### config.mk
export PLATFORM = sky130hd
export DESIGN_NAME = clk_div_ctrl_flat
export DESIGN_NICKNAME = d
export VERILOG_FILES = /design/src/rtl/clk_div_ctrl_if.sv /design/src/rtl/clk_div_ctrl.sv /design/src/flat_wrapper.sv
export SDC_FILE = /design/constraint.sdc
export NUM_CORES = 1
export LEC_CHECK = 0
export CAP_MARGIN = 20
export CORE_UTILIZATION = 45
export DETAILED_ROUTE_END_ITERATION = 16
export GPL_ROUTABILITY_DRIVEN = 0
export GPL_TIMING_DRIVEN = 0
export PLACE_DENSITY_LB_ADDON = 0.3
export SYNTH_ARGS = -nofsm -noshare
export SYNTH_HDL_FRONTEND = slang
export SYNTH_SLANG_ARGS = --single-unit
### constraint.sdc
create_clock -name clk_50mhz -period 4.72 [get_ports clk_50mhz]
set_input_delay 0.944 -clock clk_50mhz [delete_from_list [all_inputs] [get_ports clk_50mhz]]
set_output_delay 0.944 -clock clk_50mhz [all_outputs]
set_load 0.03 [all_outputs]
### src/rtl/clk_div_ctrl_if.sv
`default_nettype none
// ============================================================================
//  Module      : clk_div_ctrl_if
//  Description : Configuration handshake bundle for clk_div_ctrl.
//                master drives cfg_valid / cfg_half,
//                slave (the controller) returns cfg_ready / cfg_err.
//  Ports       : cfg_valid  - a half-period word is offered
//                cfg_half   - offered terminal count (CNT_W bits)
//                cfg_ready  - controller accepts a word this cycle
//                cfg_err    - one-cycle pulse, accepted word was rejected
//  Revision    : 1.0 - initial release
// ============================================================================
interface clk_div_ctrl_if #(
    parameter int CNT_W = 25
);
    logic             cfg_valid;
    logic [CNT_W-1:0] cfg_half;
    logic             cfg_ready;
    logic             cfg_err;

    modport master (
        output cfg_valid,
        output cfg_half,
        input  cfg_ready,
        input  cfg_err
    );

    modport slave (
        input  cfg_valid,
        input  cfg_half,
        output cfg_ready,
        output cfg_err
    );
endinterface
`default_nettype wire

### src/rtl/clk_div_ctrl.sv
`default_nettype none
// ============================================================================
//  Module      : clk_div_ctrl
//  Description : Run-time controller for the square-wave clock divider.
//                Owns the divider counter and half-period register, starts
//                and stops clk_out without runt pulses, and applies new
//                half-period values only at full-period boundaries.
//  Ports       : clk_50mhz - system clock
//                rst       - asynchronous active-high reset
//                en        - run request (1 = run, 0 = stop cleanly)
//                cfg       - cfg handshake (slave side of clk_div_ctrl_if)
//                clk_out   - divided square wave (registered)
//                tick      - one-cycle pulse in the cycle clk_out toggled
//                half_cur  - half-period terminal count in use
//                state     - 00 STOP, 01 RUN, 10 PEND
//  Revision    : 1.0 - initial release
// ============================================================================
module clk_div_ctrl #(
    parameter int CNT_W    = 25,
    parameter int DEF_HALF = 24_999_999,
    parameter int MIN_HALF = 1
) (
    input  wire logic             clk_50mhz,
    input  wire logic             rst,
    input  wire logic             en,
    clk_div_ctrl_if.slave         cfg,
    output logic                  clk_out,
    output logic                  tick,
    output logic [CNT_W-1:0]      half_cur,
    output logic [1:0]            state
);

    localparam logic [CNT_W-1:0] c_def_half = CNT_W'(DEF_HALF);
    localparam logic [CNT_W-1:0] c_min_half = CNT_W'(MIN_HALF);

    typedef enum logic [1:0] {
        ST_STOP = 2'b00,
        ST_RUN  = 2'b01,
        ST_PEND = 2'b10
    } state_t;

    state_t           r_state,   w_state_nxt;
    logic [CNT_W-1:0] r_counter, w_counter_nxt;
    logic [CNT_W-1:0] r_half,    w_half_nxt;
    logic [CNT_W-1:0] r_pend,    w_pend_nxt;
    logic             r_clk_out, w_clk_out_nxt;
    logic             r_tick,    w_tick_nxt;
    logic             r_ready,   w_ready_nxt;
    logic             r_err,     w_err_nxt;

    logic             w_acc;
    logic             w_bad;
    logic             w_good;
    logic             w_tc;

    // ------------------------------------------------------------------
    // State register
    // ------------------------------------------------------------------
    always_ff @(posedge clk_50mhz or posedge rst) begin
        if (rst) begin
            r_state   <= ST_STOP;
            r_counter <= '0;
            r_half    <= c_def_half;
            r_pend    <= '0;
            r_clk_out <= 1'b0;
            r_tick    <= 1'b0;
            r_ready   <= 1'b1;
            r_err     <= 1'b0;
        end else begin
            r_state   <= w_state_nxt;
            r_counter <= w_counter_nxt;
            r_half    <= w_half_nxt;
            r_pend    <= w_pend_nxt;
            r_clk_out <= w_clk_out_nxt;
            r_tick    <= w_tick_nxt;
            r_ready   <= w_ready_nxt;
            r_err     <= w_err_nxt;
        end
    end

    // ------------------------------------------------------------------
    // Next-state and datapath logic
    // ------------------------------------------------------------------
    always_comb begin
        // A word transfers whenever valid meets ready; too-small words still
        // transfer but are dropped and flagged on the following cycle.
        w_acc  = cfg.cfg_valid & r_ready;
        w_bad  = w_acc & (cfg.cfg_half < c_min_half);
        w_good = w_acc & ~w_bad;
        w_tc   = (r_counter == r_half);

        w_state_nxt   = r_state;
        w_counter_nxt = r_counter;
        w_half_nxt    = r_half;
        w_pend_nxt    = r_pend;
        w_clk_out_nxt = r_clk_out;
        w_tick_nxt    = 1'b0;
        w_ready_nxt   = r_ready;
        w_err_nxt     = w_bad;

        case (r_state)
            ST_STOP: begin
                w_counter_nxt = '0;
                w_clk_out_nxt = 1'b0;
                w_ready_nxt   = 1'b1;
                if (w_good) begin
                    w_half_nxt = cfg.cfg_half;
                end
                if (en) begin
                    w_state_nxt = ST_RUN;
                end
            end

            ST_RUN, ST_PEND: begin
                if (!en && !r_clk_out) begin
                    // Low phase: stopping now cannot shorten a high pulse.
                    // The counter restarts at 0, so a waiting or freshly
                    // accepted value can be installed safely here.
                    w_state_nxt   = ST_STOP;
                    w_counter_nxt = '0;
                    w_clk_out_nxt = 1'b0;
                    w_ready_nxt   = 1'b1;
                    if (r_state == ST_PEND) begin
                        w_half_nxt = r_pend;
                    end else if (w_good) begin
                        w_half_nxt = cfg.cfg_half;
                    end
                end else begin
                    if (w_tc) begin
                        w_counter_nxt = '0;
                        w_clk_out_nxt = ~r_clk_out;
                        w_tick_nxt    = 1'b1;
                    end else begin
                        w_counter_nxt = r_counter + 1'b1;
                    end

                    if (w_tc && r_clk_out) begin
                        // Falling toggle closes a full period: the only place
                        // half_cur may change while running.
                        if (r_state == ST_PEND) begin
                            w_half_nxt  = r_pend;
                            w_ready_nxt = 1'b1;
                        end
                        if (!en) begin
                            w_state_nxt = ST_STOP;
                            if (w_good) begin
                                w_half_nxt = cfg.cfg_half;
                            end
                        end else if (w_good) begin
                            w_pend_nxt  = cfg.cfg_half;
                            w_ready_nxt = 1'b0;
                            w_state_nxt = ST_PEND;
                        end else begin
                            w_state_nxt = ST_RUN;
                        end
                    end else if (w_good) begin
                        // Only reachable from RUN: cfg_ready is low in PEND.
                        w_pend_nxt  = cfg.cfg_half;
                        w_ready_nxt = 1'b0;
                        w_state_nxt = ST_PEND;
                    end
                end
            end

            default: begin
                w_state_nxt = ST_STOP;
            end
        endcase
    end

    assign cfg.cfg_ready = r_ready;
    assign cfg.cfg_err   = r_err;
    assign clk_out       = r_clk_out;
    assign tick          = r_tick;
    assign half_cur      = r_half;
    assign state         = r_state;

endmodule
`default_nettype wire
### src/flat_wrapper.sv
// flat-port wrapper written by rule: the top's interface ports become plain ports
module clk_div_ctrl_flat 
#(
    parameter int CNT_W    = 25,
    parameter int DEF_HALF = 24_999_999,
    parameter int MIN_HALF = 1
)
  (clk_50mhz, rst, en, clk_out, tick, half_cur, state, cfg_cfg_valid, cfg_cfg_half, cfg_cfg_ready, cfg_cfg_err);
  clk_div_ctrl_if #(.CNT_W(CNT_W)) cfg_i ();
  input  wire logic clk_50mhz;
  input  wire logic rst;
  input  wire logic en;
  output logic clk_out;
  output logic tick;
  output logic [CNT_W-1:0] half_cur;
  output logic [1:0] state;
  input wire logic [$bits(cfg_i.cfg_valid)-1:0] cfg_cfg_valid;
  input wire logic [$bits(cfg_i.cfg_half)-1:0] cfg_cfg_half;
  output wire logic [$bits(cfg_i.cfg_ready)-1:0] cfg_cfg_ready;
  output wire logic [$bits(cfg_i.cfg_err)-1:0] cfg_cfg_err;
  assign cfg_i.cfg_valid = cfg_cfg_valid;
  assign cfg_i.cfg_half = cfg_cfg_half;
  assign cfg_cfg_ready = cfg_i.cfg_ready;
  assign cfg_cfg_err = cfg_i.cfg_err;
  clk_div_ctrl #(.CNT_W(CNT_W), .DEF_HALF(DEF_HALF), .MIN_HALF(MIN_HALF)) u_core (.clk_50mhz(clk_50mhz), .rst(rst), .en(en), .cfg(cfg_i), .clk_out(clk_out), .tick(tick), .half_cur(half_cur), .state(state));
endmodule
==> results of run 1 <==
## power by group through the flow
stage	clock (mW)	combinational [mW]	sequential [mW]
2_1_floorplan	0	1.13	1.34
3_3_place_gp	0	1.80	1.22
3_5_place_dp	0	1.84	1.22
4_1_cts	0.702	1.85	1.21
5_1_grt	0.731	2.01	1.24
6_report	0.693	1.86	1.22
## placed cells by master (no fill, tap or decap), types with 2 or more instances in the layout
cell type         n
o211a_1           2
clkbuf_8         10
a22o_1            3
mux2_2            5
nand4_1          12
xor2_1           23
xnor2_1          25
nor3_1            4
ha_1              4
dfrtp_1          63
buf_2             8
a22oi_1          16
clkdlybuf4s50_1  59
and3_1            4
o21a_1            4
and3_2            2
o2bb2ai_1        26
a222oi_1          3
mux2_4           20
buf_12            2
o21ai_0          11
a31oi_1           2
nor4_1            8
nor2_1           38
nand2_1          24
bufinv_16         4
nor2b_1           3
clkbuf_1         14
inv_1             8
a32oi_1           5
nand2b_1          2
nand3_1          13
a32o_1           18
and2_1            3
dfstp_2          18
nor3b_1           2
a21oi_1          18
## metal layers
metal  track usage, %  wire length (um)
met1             31.9              5370
met2             40.5              5790
met3             4.77               743
met4             10.4               322
met5                0                 0
## synth_stat cells (3+ instances only)
library cell and number:
xor2_1 23, nand3_1 13, inv_1 9, mux2_4 20
o21ai_0 11, nor2_1 38, a21oi_1 18, nor2b_1 3
a22o_1 3, xnor2_1 25, a222oi_1 3, clkbuf_1 14
and3_1 4, o21a_1 4, a32oi_1 5, nor4_1 8
nand4_1 12, dfstp_2 18, o2bb2ai_1 26, a32o_1 18
a22oi_1 16, ha_1 4, dfrtp_1 63, buf_2 8
nor3_1 4, and2_1 3, nand2_1 24, mux2_2 5
## flip-flops by register name (all words and copies together) (netlist names)
signal	cells
u_core.cfg.cfg_err	1
u_core.cfg.cfg_ready	1
u_core.clk_out	1
u_core.half_cur	25
u_core.r_counter	25
u_core.r_pend	25
u_core.state	2
u_core.tick	1
## per-stage QoR
step | utilization [%] | power (mW) | instances
6_report | 57.5 | 3.77 | 643
5_1_grt | 57.5 | 3.99 | 643
4_1_cts | 57.5 | 3.77 | 643
3_5_place_dp | 54.8 | 3.06 | 627
3_3_place_gp | 54.5 | 3.02 | 626
2_1_floorplan | - | 2.47 | 434
## final cells by class
cell class / instances / area [um2] / share of cell area [%]
buffer: 26 / 148 / 2.60
clock buffer: 10 / 138 / 2.42
clock inverter: 6 / 138 / 2.42
inverter: 9 / 36.3 / 0.639
multi-input combinational: 318 / 2380 / 42.0
sequential: 81 / 2050 / 36.1
tap: 133 / 166 / 2.93
timing repair buffer: 60 / 618 / 10.9
## critical path, cell delays in order
cell,delay (ps)
clkdlybuf4s50_1,480
nor4_1,470
nand4_1,310
o21a_1,260
buf_2,180
a21boi_2,370
buf_2,300
a22oi_1,120
o2bb2ai_1,150
## worst max path at each step
stage | from | endpoint | slack (ps) | cells after the start
floorplan | rst | u_core.cfg.cfg_err | 1730 | 1
global placement | rst | u_core.r_pend[3] | 450 | 2
detailed placement | cfg_cfg_half[1] | u_core.half_cur[6] | 1170 | 9
CTS | cfg_cfg_half[1] | u_core.half_cur[2] | 1520 | 9
global route | cfg_cfg_half[1] | u_core.half_cur[6] | 1290 | 9
finish | cfg_cfg_half[1] | u_core.half_cur[2] | 1420 | 9
## cells by family after synthesis
kind of cell               Yosys count
buffers and inverters               35
AOI/OAI and AO/OA                  120
xor gates and xnor gates            48
DFF                                 81
muxes                               25
and+or+nand+nor                    121
adders and majority gates            4
==> qor.yml, run 1 <==
timing:
  post-route-period-util_pct: 69.8
  tns_ps: 0
  drv_slew: 0
  finalHoldWorstSlack_ps: 518
  fin_ws_ps: 1420
  rsz0062_at_grt: "no"
  clock_skew_ps: 11.9
  setup_viol: 0
  slew_headroom_pct: 59.6
  fmax_mhz: 303
  tightestPinTransition_ps: 600
  hold_violations: 0
  fin_crit_ps: 3300
critical_path:
  worstReg2RegStart: "u_core.half_cur[22]"
  crit_path_max_fanout: 10
  required_ps: 5000
  cp_data_arrival_time_ps: 3580
  reg2reg_to: "u_core.r_pend[8]"
  path_class: "primary input to flop"
  worst_setup_path_end_kind: "flop"
  r2r_cells: 8
  ff2ff_setup_slack_ps: 2170
  worst_setup_path_start_kind: "primary input"
yosys:
  synth_cell_type_count: 54
  synth-compound-area-share_pct: 20.3
  synth_fa_ha_area_share_pct: 1.08
  synth-edff-count: 0
  yosys.area.top_type: "dfrtp_1"
  avgSynthCellArea_um2: 10.6
  synth_top_area_share_pct: 34.2
  synth_top_family_by_area: "compound AO/OA/AOI/OAI gates"
  synthCells: 434
  synth_warnings: 0
  synthMuxAreaShare_pct: 7.73
  netlist_area_um2: 4610
  synth_xor_area_share_pct: 9.11
  yosys.area_share.simple_pct: 13.4
  synth_flop_cell: "dfrtp_1"
  synth_nets: 467
  async_flop_share_pct: 100
  seq_area_frac_synth_pct: 44.4
  ys_seq_elements: 81
  yosys-top-cells-area: "dfrtp_1 (34%), dfstp_2 (10%), mux2_4 (6.5%), o2bb2ai_1 (4.9%), xnor2_1 (4.7%)"
clock_network:
  clock-sinks: 81
  cts_buffers: 9
  clk_pin_slew_worst_paths_ps: 80
  ctsHoldBuffers: 0
  htreeDepth: 3
  cts_resized: 0
  cts-root-buf: "clkbuf_8"
  cts_tree: "built"
  insertion_delay_ps: 360
  cts_max_path_buffers: 2
  post_cts_buffers: 0
place:
  port_buffers: 59
  placed_cell_area_um2: 5400
  pre_cts_slack_ps: 1170
  hpwl_um: 9080
routing:
  vias: 3787
  routed_via_density: 5.89
  dr.pass1.iters: 4
  wire_per_inst_um: 19.0
  ant_nets: 0
  drtIter0Drc: 206
  wl_um: 12200
  drc: 0
power:
  pwr-share-clk_pct: 18.4
  ir_drop_uv: 271
  p_int_mw: 2.22
  power_density_nw_per_um2: 664
  swShare_pct: 41.2
  leakage_nw: 2.22
  pwr-share-seq_pct: 32.4
  combPwrFrac_pct: 49.2
  p_sw_mw: 1.55
floorplan:
  die_w_um: 103
  design.core.area_um2: 9860
  die-height_um: 103
  start_util_pct: 46.8
  fp-row-count: 36
  die_area_um2: 10700
  io_pins: 60
finish:
  fin_area_um2: 5680
  syn_to_final_growth_pct: 23.0
  fill_cells: 821
  diodes: 0
  drive_above_1_share_pct: 16.3
  nets: 538
hold_path:
  min_path_cells: 1
  worstHoldEndpoint: "u_core.half_cur[4]"
  min_path_type: "flop to flop"
  min-delay-start: "u_core.half_cur[4]"
global_route:
  grt_pass1_wl_um: 19600
  grt_max_degree: 69
  antenna_found_initial: 0
  grt_pass1_vias: 3808
  grt_usage_pct: 24.6
  gr-total-overflow: 0
job:
  drv_cap: 0
run_status:
  outcome: "complete, no violations"
Power figures use the tool's default switching activity.
==> inputs of run 2 (changes only) <==
- clock period: 4.72 -> 3.2 ns (I/O delays scaled with it)
==> results of run 2 <==
The final DEF is identical to that of run 1. Status: complete, no violations.
Main changes from that run: setup slack after placement 1170 ps -> -45.0 ps; setup slack after layout 1420 ps -> 207 ps; register-to-register setup slack 2170 ps -> 650 ps; total power 3.77 mW -> 5.56 mW; worst IR drop on VDD 271 uV -> 400 uV
==> inputs of run 3 (changes only) <==
- CTS_BUF_LIST: default -> sky130_fd_sc_hd__clkbuf_2 sky130_fd_sc_hd__clkbuf_4 sky130_fd_sc_hd__clkbuf_8
==> results of run 3 <==
The final DEF is identical to that of run 1. Status: complete, no violations.
Main changes from that run: setup slack after placement 1170 ps -> -45.0 ps; setup slack after layout 1420 ps -> 207 ps; register-to-register setup slack 2170 ps -> 650 ps; total power 3.77 mW -> 5.56 mW; worst IR drop on VDD 271 uV -> 400 uV
